### config.mk
export PLATFORM = sky130hd
export DESIGN_NAME = att_reset_sequencer
export DESIGN_NICKNAME = d
export VERILOG_FILES = /design/src/rtl/att_pkg.sv /design/src/rtl/att_pulse_timer.sv /design/src/rtl/att_reset_sequencer.sv
export SDC_FILE = /design/constraint.sdc
export NUM_CORES = 1
export LEC_CHECK = 0
export BUFFER_PORTS_ARGS = -buffer_cell sky130_fd_sc_hd__buf_2
export CAP_MARGIN = 25
export CORE_ASPECT_RATIO = 1.4
export CORE_MARGIN = 3
export CORE_UTILIZATION = 50
export DETAILED_ROUTE_END_ITERATION = 7
export MAX_ROUTING_LAYER = met4
export PLACE_DENSITY_LB_ADDON = 0.25
export SLEW_MARGIN = 20
export SYNTH_ARGS = -nofsm -noshare
export SYNTH_HDL_FRONTEND = slang
export SYNTH_SLANG_ARGS = --single-unit
### constraint.sdc
create_clock -name clk_i -period 2.8 [get_ports clk_i]
set_clock_uncertainty 0.15 [all_clocks]
set_input_delay 0.14 -clock clk_i [delete_from_list [all_inputs] [get_ports clk_i]]
set_output_delay 0.14 -clock clk_i [all_outputs]
set_load 0.02 [all_outputs]
### src/rtl/att_pkg.sv
// Shared definitions for the attestation monitors and the reset sequencer.
// The address defaults are shared with the other monitors.
package att_pkg;

  typedef enum logic [1:0] {
    BOOT     = 2'd0,
    ASSERT   = 2'd1,
    WAIT_VEC = 2'd2,
    RUN      = 2'd3
  } att_state_e;

  localparam int          ATT_NUM_SRC       = 4;
  localparam int          CAUSE_VEC_TO      = ATT_NUM_SRC;
  localparam logic [15:0] ATT_RESET_HANDLER = 16'hFFFE;
  localparam logic [15:0] ATT_SMEM_BASE     = 16'hE000;
  localparam logic [15:0] ATT_SMEM_SIZE     = 16'h1000;

endpackage

### src/rtl/att_pulse_timer.sv
// Loadable down-counter that stops at zero and flags it.
// Has no reset of its own: the owner loads it whenever a count must start.
module att_pulse_timer #(
  parameter int W = 4
) (
  input  logic         clk_i,
  input  logic         load_i,
  input  logic [W-1:0] load_val_i,
  input  logic         dec_i,
  output logic         zero_o
);

  logic [W-1:0] cnt_q;
  logic [W-1:0] cnt_d;

  always_comb begin
    cnt_d = cnt_q;
    if (load_i) begin
      cnt_d = load_val_i;
    end else if (dec_i && (cnt_q != '0)) begin
      cnt_d = cnt_q - W'(1);
    end
  end

  always_ff @(posedge clk_i) begin
    cnt_q <= cnt_d;
  end

  assign zero_o = (cnt_q == '0);

endmodule

### src/rtl/att_reset_sequencer.sv
// Central reset controller: turns monitor violations into a fixed-length MCU
// reset pulse, then confirms re-entry at the reset vector.
//
// state    | meaning
// BOOT     | power-on / rst_n pulse, violations ignored
// ASSERT   | violation or timeout pulse, late violations only recorded
// WAIT_VEC | reset released, waiting for pc to hit the reset handler
// RUN      | normal operation, busy low
module att_reset_sequencer
  import att_pkg::*;
#(
  parameter int          NUM_SRC       = ATT_NUM_SRC,
  parameter int          RST_PULSE     = 8,
  parameter int          VEC_TIMEOUT   = 16,
  parameter logic [15:0] RESET_HANDLER = ATT_RESET_HANDLER,
  parameter logic [15:0] SMEM_BASE     = ATT_SMEM_BASE,
  parameter logic [15:0] SMEM_SIZE     = ATT_SMEM_SIZE,
  parameter int          CNT_W         = 8
) (
  input  logic               clk_i,
  input  logic               rst_n_i,
  input  logic [15:0]        pc_i,
  input  logic [NUM_SRC-1:0] viol_i,
  input  logic               cause_clr_i,
  output logic               sys_rst_o,
  output logic [NUM_SRC:0]   cause_o,
  output logic [CNT_W-1:0]   kill_cnt_o,
  output logic               busy_o
);

  localparam int PW = $clog2(RST_PULSE);
  localparam int TW = (VEC_TIMEOUT > 1) ? $clog2(VEC_TIMEOUT) : 1;
  localparam logic [PW-1:0] PULSE_LOAD = PW'(RST_PULSE - 1);
  localparam logic [TW-1:0] VEC_LOAD   = TW'(VEC_TIMEOUT - 1);

  att_state_e         state_q, state_d;
  logic               sys_rst_q, sys_rst_d;
  logic               busy_q, busy_d;
  logic [NUM_SRC:0]   cause_q, cause_d;
  logic [CNT_W-1:0]   kill_q, kill_d, kill_inc;
  logic               pulse_start, pulse_zero, to_load, to_zero;
  logic               viol_any, in_smem;
  logic [16:0]        pc_ext, smem_lo, smem_hi;

  // 17-bit compare so BASE+SIZE cannot wrap at the top of memory
  assign pc_ext   = {1'b0, pc_i};
  assign smem_lo  = {1'b0, SMEM_BASE};
  assign smem_hi  = {1'b0, SMEM_BASE} + {1'b0, SMEM_SIZE} - 17'd2;
  assign in_smem  = (pc_ext >= smem_lo) && (pc_ext <= smem_hi);
  assign viol_any = |viol_i;
  assign kill_inc = (&kill_q) ? kill_q : kill_q + CNT_W'(1);

  att_pulse_timer #(.W(PW)) u_pulse_tmr (
    .clk_i      (clk_i),
    .load_i     (!rst_n_i || pulse_start),
    .load_val_i (PULSE_LOAD),
    .dec_i      ((state_q == BOOT) || (state_q == ASSERT)),
    .zero_o     (pulse_zero)
  );

  att_pulse_timer #(.W(TW)) u_vec_tmr (
    .clk_i      (clk_i),
    .load_i     (to_load),
    .load_val_i (VEC_LOAD),
    .dec_i      (state_q == WAIT_VEC),
    .zero_o     (to_zero)
  );

  always_comb begin
    state_d     = state_q;
    cause_d     = cause_q;
    kill_d      = kill_q;
    pulse_start = 1'b0;
    to_load     = 1'b0;
    unique case (state_q)
      BOOT: begin
        if (pulse_zero) begin
          state_d = WAIT_VEC;
          to_load = 1'b1;
        end
      end
      ASSERT: begin
        cause_d[NUM_SRC-1:0] = cause_q[NUM_SRC-1:0] | viol_i;
        if (pulse_zero) begin
          state_d = WAIT_VEC;
          to_load = 1'b1;
        end
      end
      WAIT_VEC: begin
        if (viol_any) begin
          state_d              = ASSERT;
          pulse_start          = 1'b1;
          cause_d[NUM_SRC-1:0] = cause_q[NUM_SRC-1:0] | viol_i;
          kill_d               = kill_inc;
        end else if (pc_i == RESET_HANDLER) begin
          state_d = RUN;
        end else if (to_zero) begin
          state_d          = ASSERT;
          pulse_start      = 1'b1;
          cause_d[NUM_SRC] = 1'b1;
          kill_d           = kill_inc;
        end
      end
      RUN: begin
        if (viol_any) begin
          state_d     = ASSERT;
          pulse_start = 1'b1;
          // a clear racing a violation still records the violation
          if (cause_clr_i && in_smem) begin
            cause_d = {1'b0, viol_i};
            kill_d  = CNT_W'(1);
          end else begin
            cause_d[NUM_SRC-1:0] = cause_q[NUM_SRC-1:0] | viol_i;
            kill_d               = kill_inc;
          end
        end else if (cause_clr_i && in_smem) begin
          cause_d = '0;
          kill_d  = '0;
        end
      end
      default: state_d = BOOT;
    endcase
    sys_rst_d = (state_d == BOOT) || (state_d == ASSERT);
    busy_d    = (state_d != RUN);
  end

  always_ff @(posedge clk_i) begin
    if (!rst_n_i) begin
      state_q   <= BOOT;
      sys_rst_q <= 1'b1;
      busy_q    <= 1'b1;
      cause_q   <= '0;
      kill_q    <= '0;
    end else begin
      state_q   <= state_d;
      sys_rst_q <= sys_rst_d;
      busy_q    <= busy_d;
      cause_q   <= cause_d;
      kill_q    <= kill_d;
    end
  end

  assign sys_rst_o  = sys_rst_q;
  assign busy_o     = busy_q;
  assign cause_o    = cause_q;
  assign kill_cnt_o = kill_q;

endmodule

After elaboration in Yosys (flattened, before gate mapping)

Index checks and enable logic that the tools add are counted.

Add/sub/neg operators: 3
Order comparisons: 2
Equal/unequal tests: 14
Mux-type cells: 31
Bitwise logic cells: 1
Reduce and logical (&&, ||, !) cells: 22

Operators by type and width:

| operator                                                               | number |
|---|---|
| 8-bit 2-to-1 mux                                                       | 7 |
| 16-bit equality test (second input constant)                           | 1 |
| 16-bit >= comparator (second input constant)                           | 1 |
| 16-bit <= comparator (second input constant)                           | 1 |
| 8-bit case mux with 2 select lines                                     | 1 |
| 2-bit inequality test (second input constant)                          | 6 |
| 4-bit case mux with 3 select lines                                     | 1 |
| 1-bit 2-to-1 mux                                                       | 10 |
| 2-bit 2-to-1 mux                                                       | 5 |
| 5-bit 2-to-1 mux                                                       | 2 |
| 3-bit inequality test (second input constant)                          | 3 |
| 8-bit by 1-bit adder with 8-bit output (second input constant)         | 1 |
| 4-bit 2-to-1 mux                                                       | 2 |
| 8-bit AND reduction                                                    | 1 |
| 2-bit case mux with 3 select lines                                     | 1 |
| 3-bit nonzero test                                                     | 2 |
| 5-bit AND reduction                                                    | 1 |
| 2-bit by 1-bit equality test with 1-bit output (second input constant) | 2 |
| 2-bit equality test (second input constant)                            | 2 |
| 1-bit logical AND                                                      | 4 |
| 2-bit zero test                                                        | 2 |
| 4-bit zero test                                                        | 1 |
| 4-bit bitwise OR                                                       | 1 |
| 1-bit case mux with 2 select lines                                     | 2 |
| other kinds (11)                                                       | 13 |

Register bits after elaboration: 24
Input bits: 23
Output and inout port bits: 15
Word-level logic and storage cells: 81

Depth between registers and ports, before layout

Gate-level depths: netlist (run 1).

Word-level depth: 7
Mapped depth: 7
Mapped depth without buffers: 7

Modules after synthesis

Synthesis (run 1) repeated with hierarchy kept, for this count alone.

Cells, all modules: 161
Area, all modules: 1466.4 µm²

Modules (own cells, without submodules):

| module                         | instances | cells an instance | area an instance (µm²) | seq. area each (µm²) |
|---|---|---|---|---|
| att_reset_sequencer            | 1         | 124               | 1056.0                 | 340.3 |
| att_pulse_timer at u_vec_tmr   | 1         | 22                | 234.0                  | 120.1 |
| att_pulse_timer at u_pulse_tmr | 1         | 15                | 176.4                  | 90.1 |

Worst setup path before layout (run 1)

OpenSTA, ideal clock, no wires.

Path kind: register to register
Start: register u_vec_tmr.cnt_q[0]
End: register kill_q[0], in the netlist kill_cnt_o[0]
Setup time: 0.122 ns
Arrival: 1.676 ns
Setup slack: 0.852 ns
Stages on the path, launching flop included: 8
Cell sequence: dfxtp_1 inv_1 ha_1 nor4b_4 nand2_2 o21a_4 a32o_1 a221o_1

Longest elaborated chain between the ends: 3

RTL lines:

| item                            | RTL line                   | source |
|---|---|---|
| start, declared                 | att_pulse_timer.sv:13      | `logic [W-1:0] cnt_q;` |
| start signal, assigned          | att_pulse_timer.sv:26      | `cnt_q <= cnt_d;` |
| 4-bit zero test                 | att_pulse_timer.sv:29      | `assign zero_o = (cnt_q == '0);` |
| 3-bit inequality test (no line) | -                          |  |
| 4-bit AND reduction (no line)   | -                          |  |
| end signal, assigned            | att_reset_sequencer.sv:139 | `kill_q <= kill_d;` |
| end, declared                   | att_reset_sequencer.sv:40  | `logic [CNT_W-1:0] kill_q, kill_d, kill_inc;` |

Every way passes these cells.
A chain may end at the register's enable or synchronous reset.

Final worst setup path (run 1)

Ends and elaborated chain as after synthesis.

==> results.md, run 1 <==
- Run status: complete, no violations
- Layout cell share with drive strength beyond 1: 25.3%
- Die area: 3210 um^2
- Final instance area: 1580 um^2
- Cell chain of the critical path: inv_1 -> ha_1 -> nor4b_4 -> nand2_2 -> o21a_4 -> a32o_1 -> a221o_1
- Initial Util: 52.8%
- Worst slew pin tran: 0.490 ns
- Overall routed net length: 3150 um
- TNS Setup: 0 ns
- Final Hold Viols: 0
- Sequential cell area fraction in the yosys report: 37.6%
- Die H: 65.8 um
- WP data arrival: 2.20 ns
- I/O pin total: 38
- Vias per cell: 5.73
- Area delta synth->final: 24.0%
- Worst path bufs/invs: 1
- Pin count of the biggest net entering global routing: 17
- Synthesized net count: 173
- H-tree levels: 1
- PD cells: 449 nW/um^2
- Max Cap Viol: 0
- Element type at the critical path start: flop
- FILL cells: 228
- Number of enable flip-flop cells after synthesis: 0
- Top delay family on crit path: compound AO/OA/AOI/OAI gates
- Hold crit path type: in -> reg
- Drt drc: 0
- Die width: 48.7 um
- Net count, final: 218
- DRT iter0 DRCs: 53
- Total power: 0.711 mW
- Crit path capture type: flop
- Average size of a mapped cell: 8.75 um^2
- Overflow left after global routing: 0
- Setup Crit Path Kind: reg -> reg
- CTS sink count: 24
- Clock latency on the worst-skew pair: 0.32 ns
- #FFs+latches synth: 24
- Antenna Nets Post-Route: 0
- Post-route minimum period: 2.13 ns
- Core ar.: 2420 um^2
- Num rows: 21
- Post-synth cell types: 41
- Fmax: 470 MHz
- Worst Hold Depth: 4
- Worst EP required: 2.87 ns
- P_leak: 0.665 nW
- Clock root buffer: clkbuf_4
- Post-Synthesis Cells: 146
- Multi-input gate area: 756 um^2
- Async set or reset register ratio after synthesis: 0%
- RD Place Congestion: 0.890
- Bufs on Longest Clock Path: 2
- Post-CTS sizing: 0
- Vias: 1284
- Cell Area, Synth: 1280 um^2
- WL per Instance: 14.1 um
- Top_reg_cell synth: dfxtp_1
- First-pass GRT wire length: 5080 um
- Number of synthesis warnings: 0
- Diode count: 0
- RSZ-0062 raised after global routing: false
- Worst r2r path cells: 7
- Crit-path max cell delay: 0.33 ns
- Worst vdd ir: 442 uV
- Number of global-route vias before repair: 1262
- Setup violators final: 0
- Sequential cell area: 480 um^2
- CTS Buf Count: 3
- Initial DRT Pass Iterations: 4
- Clock tree from TritonCTS: built
- Relative slew slack: 67.0%
- IO Port Bufs: 37
- Period utilization: 75.9%
- CP Max Fanout: 7
- Slowest cell on crit path: dfxtp_1
- Post-DP HPWL: 2430 um
- Worst-path clk slew: 0.13 ns
- Fin. max-slew vios: 0
- Stages on the worst setup path: 7
- Initial antenna violation count: 0
- All-Layer GR Usage: 20.5%
- Area after DPL: 1500 um^2
==> logic make-up after synthesis <==
family,Yosys count,share of synthesized area (%)
mux,2,1.57
buf+inv,11,3.23
fa+ha+maj,4,3.92
flops,24,37.6
compound gates,36,21.8
simple gates,66,29.8
xor+xnor,3,2.06
==> layout by cell type, fill, tap and decap left out, types with 2 or more instances in the layout <==
cell,netlist,routed
nand2_1,12,12
a31oi_1,3,3
nand3_1,9,9
buf_2,0,37
nor2_1,9,9
and3_1,3,3
o21ai_0,6,6
ha_1,4,4
or4_1,2,2
dfxtp_1,24,24
a21oi_1,6,6
inv_1,9,9
nand4_1,8,8
xnor2_1,3,3
a21o_1,3,3
o21a_1,2,2
mux2i_1,2,2
nor4_1,2,2
nand2b_1,2,2
nor3_1,8,8
nor2b_1,2,2
a22o_1,4,4
clkbuf_4,0,3
and2_1,2,2
nand4b_1,2,2
dlygate4sd3_1,0,5
==> where the power goes <==
| group | switching, mW | internal, mW |
|---|---|---|
| Sequential | 0.0264 | 0.369 |
| Combinational | 0.0657 | 0.0669 |
| Clock | 0.103 | 0.0795 |
==> repair_timing <==
item | in CTS | in global routing
setup buffers | 0 | 0
hold endpoints to repair | 9 | 0
hold buffers | 5 | 0
==> tightest hold or removal path, cell delays in order <==
cell	delay (ns)
buf_2	0.10
nand4_1	0.12
nor4_4	0.08
o21ai_0	0.15
==> sequential cells by signal, summed over array words and instances, names as in the netlist <==
| name | flops |
|---|---|
| cause_o | 5 |
| state_q | 2 |
| busy_o | 1 |
| sys_rst_o | 1 |
| u_vec_tmr.cnt_q | 4 |
| u_pulse_tmr.cnt_q | 3 |
| kill_cnt_o | 8 |
==> worst paths after layout <==
path	slack [ns]	from	end
min	0.16	pc_i[11]	busy_o
max	0.67	u_vec_tmr.cnt_q[0]	kill_cnt_o[0]
min reg2reg	0.33	cause_o[4]	cause_o[4]
max reg2reg	0.67	u_vec_tmr.cnt_q[0]	kill_cnt_o[0]
==> cell type report <==
| cell class | count | area share (%) |
|---|---|---|
| Timing Repair Buffer | 42 | 14.8 |
| Multi-Input combinational cell | 111 | 47.7 |
| Tap cell | 34 | 2.69 |
| Inverter | 9 | 2.13 |
| Clock buffer | 4 | 2.29 |
| Sequential cell | 24 | 30.3 |
==> layer usage <==
metal / track usage [%] / wire [um] / up-vias
li1: - / - / 642
met1: 20.2 / 1200 / 591
met2: 40.0 / 1750 / 46
met3: 2.71 / 151 / 5
met4: 8.54 / 46 / 0
met5: - / 0 / -
==> cells in the mapped netlist (all sizes together) (3+ instances only) <==
cell type / count / area (um^2)
nand3: 9 / 45.0
ha: 4 / 50.1
a21o: 3 / 22.5
a31oi: 3 / 18.8
nand4: 8 / 50.1
a22o: 4 / 35.0
a21oi: 6 / 30.0
nor4: 3 / 33.8
o21a: 3 / 30.0
xnor2: 3 / 26.3
nor2: 9 / 33.8
nor3: 8 / 40.0
inv: 9 / 33.8
and3: 3 / 18.8
o21ai: 6 / 30.0
dfxtp: 24 / 480
nand2: 13 / 51.3
==> stage by stage <==
step	cells	setup slack, ns	util (%)	hold slack [ns]
6_report	224	0.674	65.5	0.157
5_1_grt	224	0.559	65.5	0.153
4_1_cts	224	0.673	65.5	0.155
3_5_place_dp	215	0.707	62.0	0.263
3_3_place_gp	215	0.778	62.0	0.253
2_1_floorplan	146	0.852	-	0.123
Power figures use the tool's default switching activity.
==> run 2: changes to the inputs <==
--- a/config.mk
+++ b/config.mk
@@ -5,11 +5,12 @@
 export SDC_FILE = /design/constraint.sdc
 export NUM_CORES = 1
 export LEC_CHECK = 0
+export ABC_AREA = 1
 export BUFFER_PORTS_ARGS = -buffer_cell sky130_fd_sc_hd__buf_2
 export CAP_MARGIN = 25
 export CORE_ASPECT_RATIO = 1.4
 export CORE_MARGIN = 3
-export CORE_UTILIZATION = 50
+export CORE_UTILIZATION = 53
 export DETAILED_ROUTE_END_ITERATION = 7
 export MAX_ROUTING_LAYER = met4
 export PLACE_DENSITY_LB_ADDON = 0.25
==> constraint.sdc (replaced) <==
create_clock -name clk_i -period 2.21 [get_ports clk_i]
set_clock_uncertainty 0.15 [all_clocks]
set_input_delay 0.1105 -clock clk_i [delete_from_list [all_inputs] [get_ports clk_i]]
set_output_delay 0.1105 -clock clk_i [all_outputs]
set_load 0.02 [all_outputs]
==> run 2 against run 1 <==
Compared with the run above:
- sequential share of layout area decreased by 4.5 points
- design area increased by 18%
- utilization increased by 3.5 points
- global-route usage increased by 1.3 points
- worst hold slack improved by 0.0068 ns
- non-clock buffer count unchanged
==> results.md, run 2 <==
- Run status: complete, no violations
- First-pass GRT wire length: 6090 um
- #FFs+latches synth: 24
- Overall routed net length: 3410 um
- Final Hold Viols: 0
- Core ar.: 2700 um^2
- Post-CTS sizing: 0
- Worst-path clk slew: 0.13 ns
- RSZ-0062 raised after global routing: false
- Antenna Nets Post-Route: 0
- Post-Layout Cell Count: 306
- Synthesized net count: 252
- Worst vdd ir: 666 uV
- R2r startpoint: u_vec_tmr.cnt_q[0]
- WL per Instance: 11.1 um
- Clock root buffer: clkbuf_4
- Post-layout util: 69.0%
- Die width: 51.5 um
- Xor and xnor area share after synthesis: 0.571%
- Largest register FFs: 8
- Simple-Gate Fraction of Synth Area: 44.4%
- Relative slew slack: 75.1%
- Cell Area, Synth: 1530 um^2
- Worst r2r path cells: 11
- Worst EP required: 2.29 ns
- Synth cell count leaders: 61 x nand2_1, 24 x dfxtp_1, 24 x inv_1, 19 x nor2_1, 16 x a21oi_1
- Initial antenna violation count: 0
- Area after DPL: 1760 um^2
- Clock latency on the worst-skew pair: 0.33 ns
- Synth top area cells: dfxtp_1 31%, nand2_1 15%, inv_1 5.9%
- P_leak: 0.907 nW
- Area delta synth->final: 21.5%
- Yosys top cell by area: dfxtp_1
- Hold crit path type: in -> reg
- IO Port Bufs: 37
- Die area: 3580 um^2
- Diode count: 0
- Pin count of the biggest net entering global routing: 15
- Setup Crit Path Kind: reg -> reg
- Layout cell share with drive strength beyond 1: 28.1%
- CP Max Fanout: 10
- Multi-input gate area: 918 um^2
- WP data arrival: 1.84 ns
- Top Layer Used: met4
- Setup Buffers After CTS: 0
- Largest family of logic cells by synthesized area: simple AND/OR/NAND/NOR gates
- Average size of a mapped cell: 6.81 um^2
- PD cells: 541 nW/um^2
- FILL cells: 241
- Vias per cell: 5.03
- Final instance area: 1860 um^2
- Vias: 1538
- RD Place Congestion: 0.849
- CTS Buf Count: 3
- Met2 wire length: 1890 um
- Compound-Gate Fraction of Synth Area: 11.7%
- Number of global-route vias before repair: 1520
- Reg2Reg Setup Slack: 0.44 ns
- DRT iter0 DRCs: 45
- Min-delay src: pc_i[0]
- M1 WL: 1380 um
- Crit path capture type: flop
- Initial DRT Pass Iterations: 4
- Post-Synthesis Cells: 225
- Net count, final: 298
- Worst slew pin tran: 0.374 ns
- Top_reg_cell synth: dfxtp_1
- Number of cells after detailed placement: 297
- Sequential cell area: 480 um^2
- Setup violators final: 0
- Cts-stage hold buffer count: 5
- Area fraction of the dominant cell type after synthesis: 31.3%
- Initial Util: 56.8%
- I/O pin total: 38
- Async set or reset register ratio after synthesis: 0%
- All-Layer GR Usage: 21.8%
- Element type at the critical path start: flop
- Adder-cell share of the synthesized area: 3.27%
- Place WS: 0.466 ns
- Most common cell after layout, fill and taps aside: nand2_1
- H-tree levels: 1
- Routed wl met3: 78 um
- Most frequent cells in the layout: 61 x nand2_1, 37 x buf_2, 24 x inv_1, 24 x dfxtp_1, 19 x nor2_1
- Sequential cell area fraction in the yosys report: 31.3%
- Worst Slack Setup Final: 0.445 ns
- Number of synthesis warnings: 0
- Top-count cell post-synth: nand2_1
- CTS sink count: 24
- Period utilization: 79.9%
- Post-synth cell types: 32
- Post-route minimum period: 1.77 ns
- Multiplexer area fraction after synthesis: 0%
- Num rows: 22
- Fmax: 567 MHz
- Drt drc: 0
- Fin. max-slew vios: 0
- Clock tree from TritonCTS: built
- Hold Slack: 0.163 ns
- Worst Hold Depth: 6
- Post-DP HPWL: 2670 um
- TNS Setup: 0 ns
- Bufs on Longest Clock Path: 2
- Total power: 1.01 mW
- Die H: 69.6 um
- Overflow left after global routing: 0
- WHS Endpoint: state_q[0]
- Max Cap Viol: 0
- Number of enable flip-flop cells after synthesis: 0
- FF-to-FF End: kill_cnt_o[7]
-- run 2: changes by cell type in the layout (fill, tap and decap cells not counted), moves of 4 or more --
cell	delta
a22o_1	-4
or2_1	+4
inv_2	+9
nor2_1	+10
nand3_1	+5
inv_1	+15
nor2_4	+5
nor3_1	-6
nand2_1	+49
a21oi_1	+10
nor2_2	+5
-- run 2: report_power, final --
group          internal [mW]  switching [mW]
clock network          0.184           0.139
registers              0.475          0.0355
logic                 0.0770          0.0965
total                  0.736           0.271
-- run 2: layout make-up --
cell class                 instances  share of cell area [%]
timing repair buffer              42                    12.6
clock buffer                       3                    1.21
tap                               36                    2.42
clock inverter                     1                    1.61
inverter                          34                    6.99
multi-input combinational        166                    49.3
sequential                        24                    25.8
-- run 2: worst max path at each step --
stage / to / startpoint
after floorplan: kill_cnt_o[3] / kill_cnt_o[0]
after global placement: kill_cnt_o[7] / u_vec_tmr.cnt_q[0]
after detailed placement: kill_cnt_o[7] / u_vec_tmr.cnt_q[0]
after CTS: kill_cnt_o[7] / u_vec_tmr.cnt_q[0]
after global routing: kill_cnt_o[7] / u_vec_tmr.cnt_q[0]
final: kill_cnt_o[7] / u_vec_tmr.cnt_q[0]
-- run 2: layer usage --
metal	up-vias	track usage, %
met1	697	21.6
met2	21	40.8
met3	10	3.01
met4	0	8.45
li1	810	-
met5	-	-
-- run 2: critical path: stages (launching register included) --
cell	delay, ns
dfxtp_1	0.37
inv_1	0.07
ha_1	0.15
inv_1	0.06
nor3_2	0.21
nor2_1	0.11
inv_2	0.10
nand3_4	0.14
nand2_4	0.15
nand2_1	0.07
nand2_1	0.06
nor2_1	0.04
-- run 2: logic make-up after synthesis --
group                    after synthesis
flip-flops                            24
XOR/XNOR                               1
AO/OA/AOI/OAI                         31
AND/OR/NAND/NOR                      130
adder cells (fa/ha/maj)                4
buffers and inverters                 35
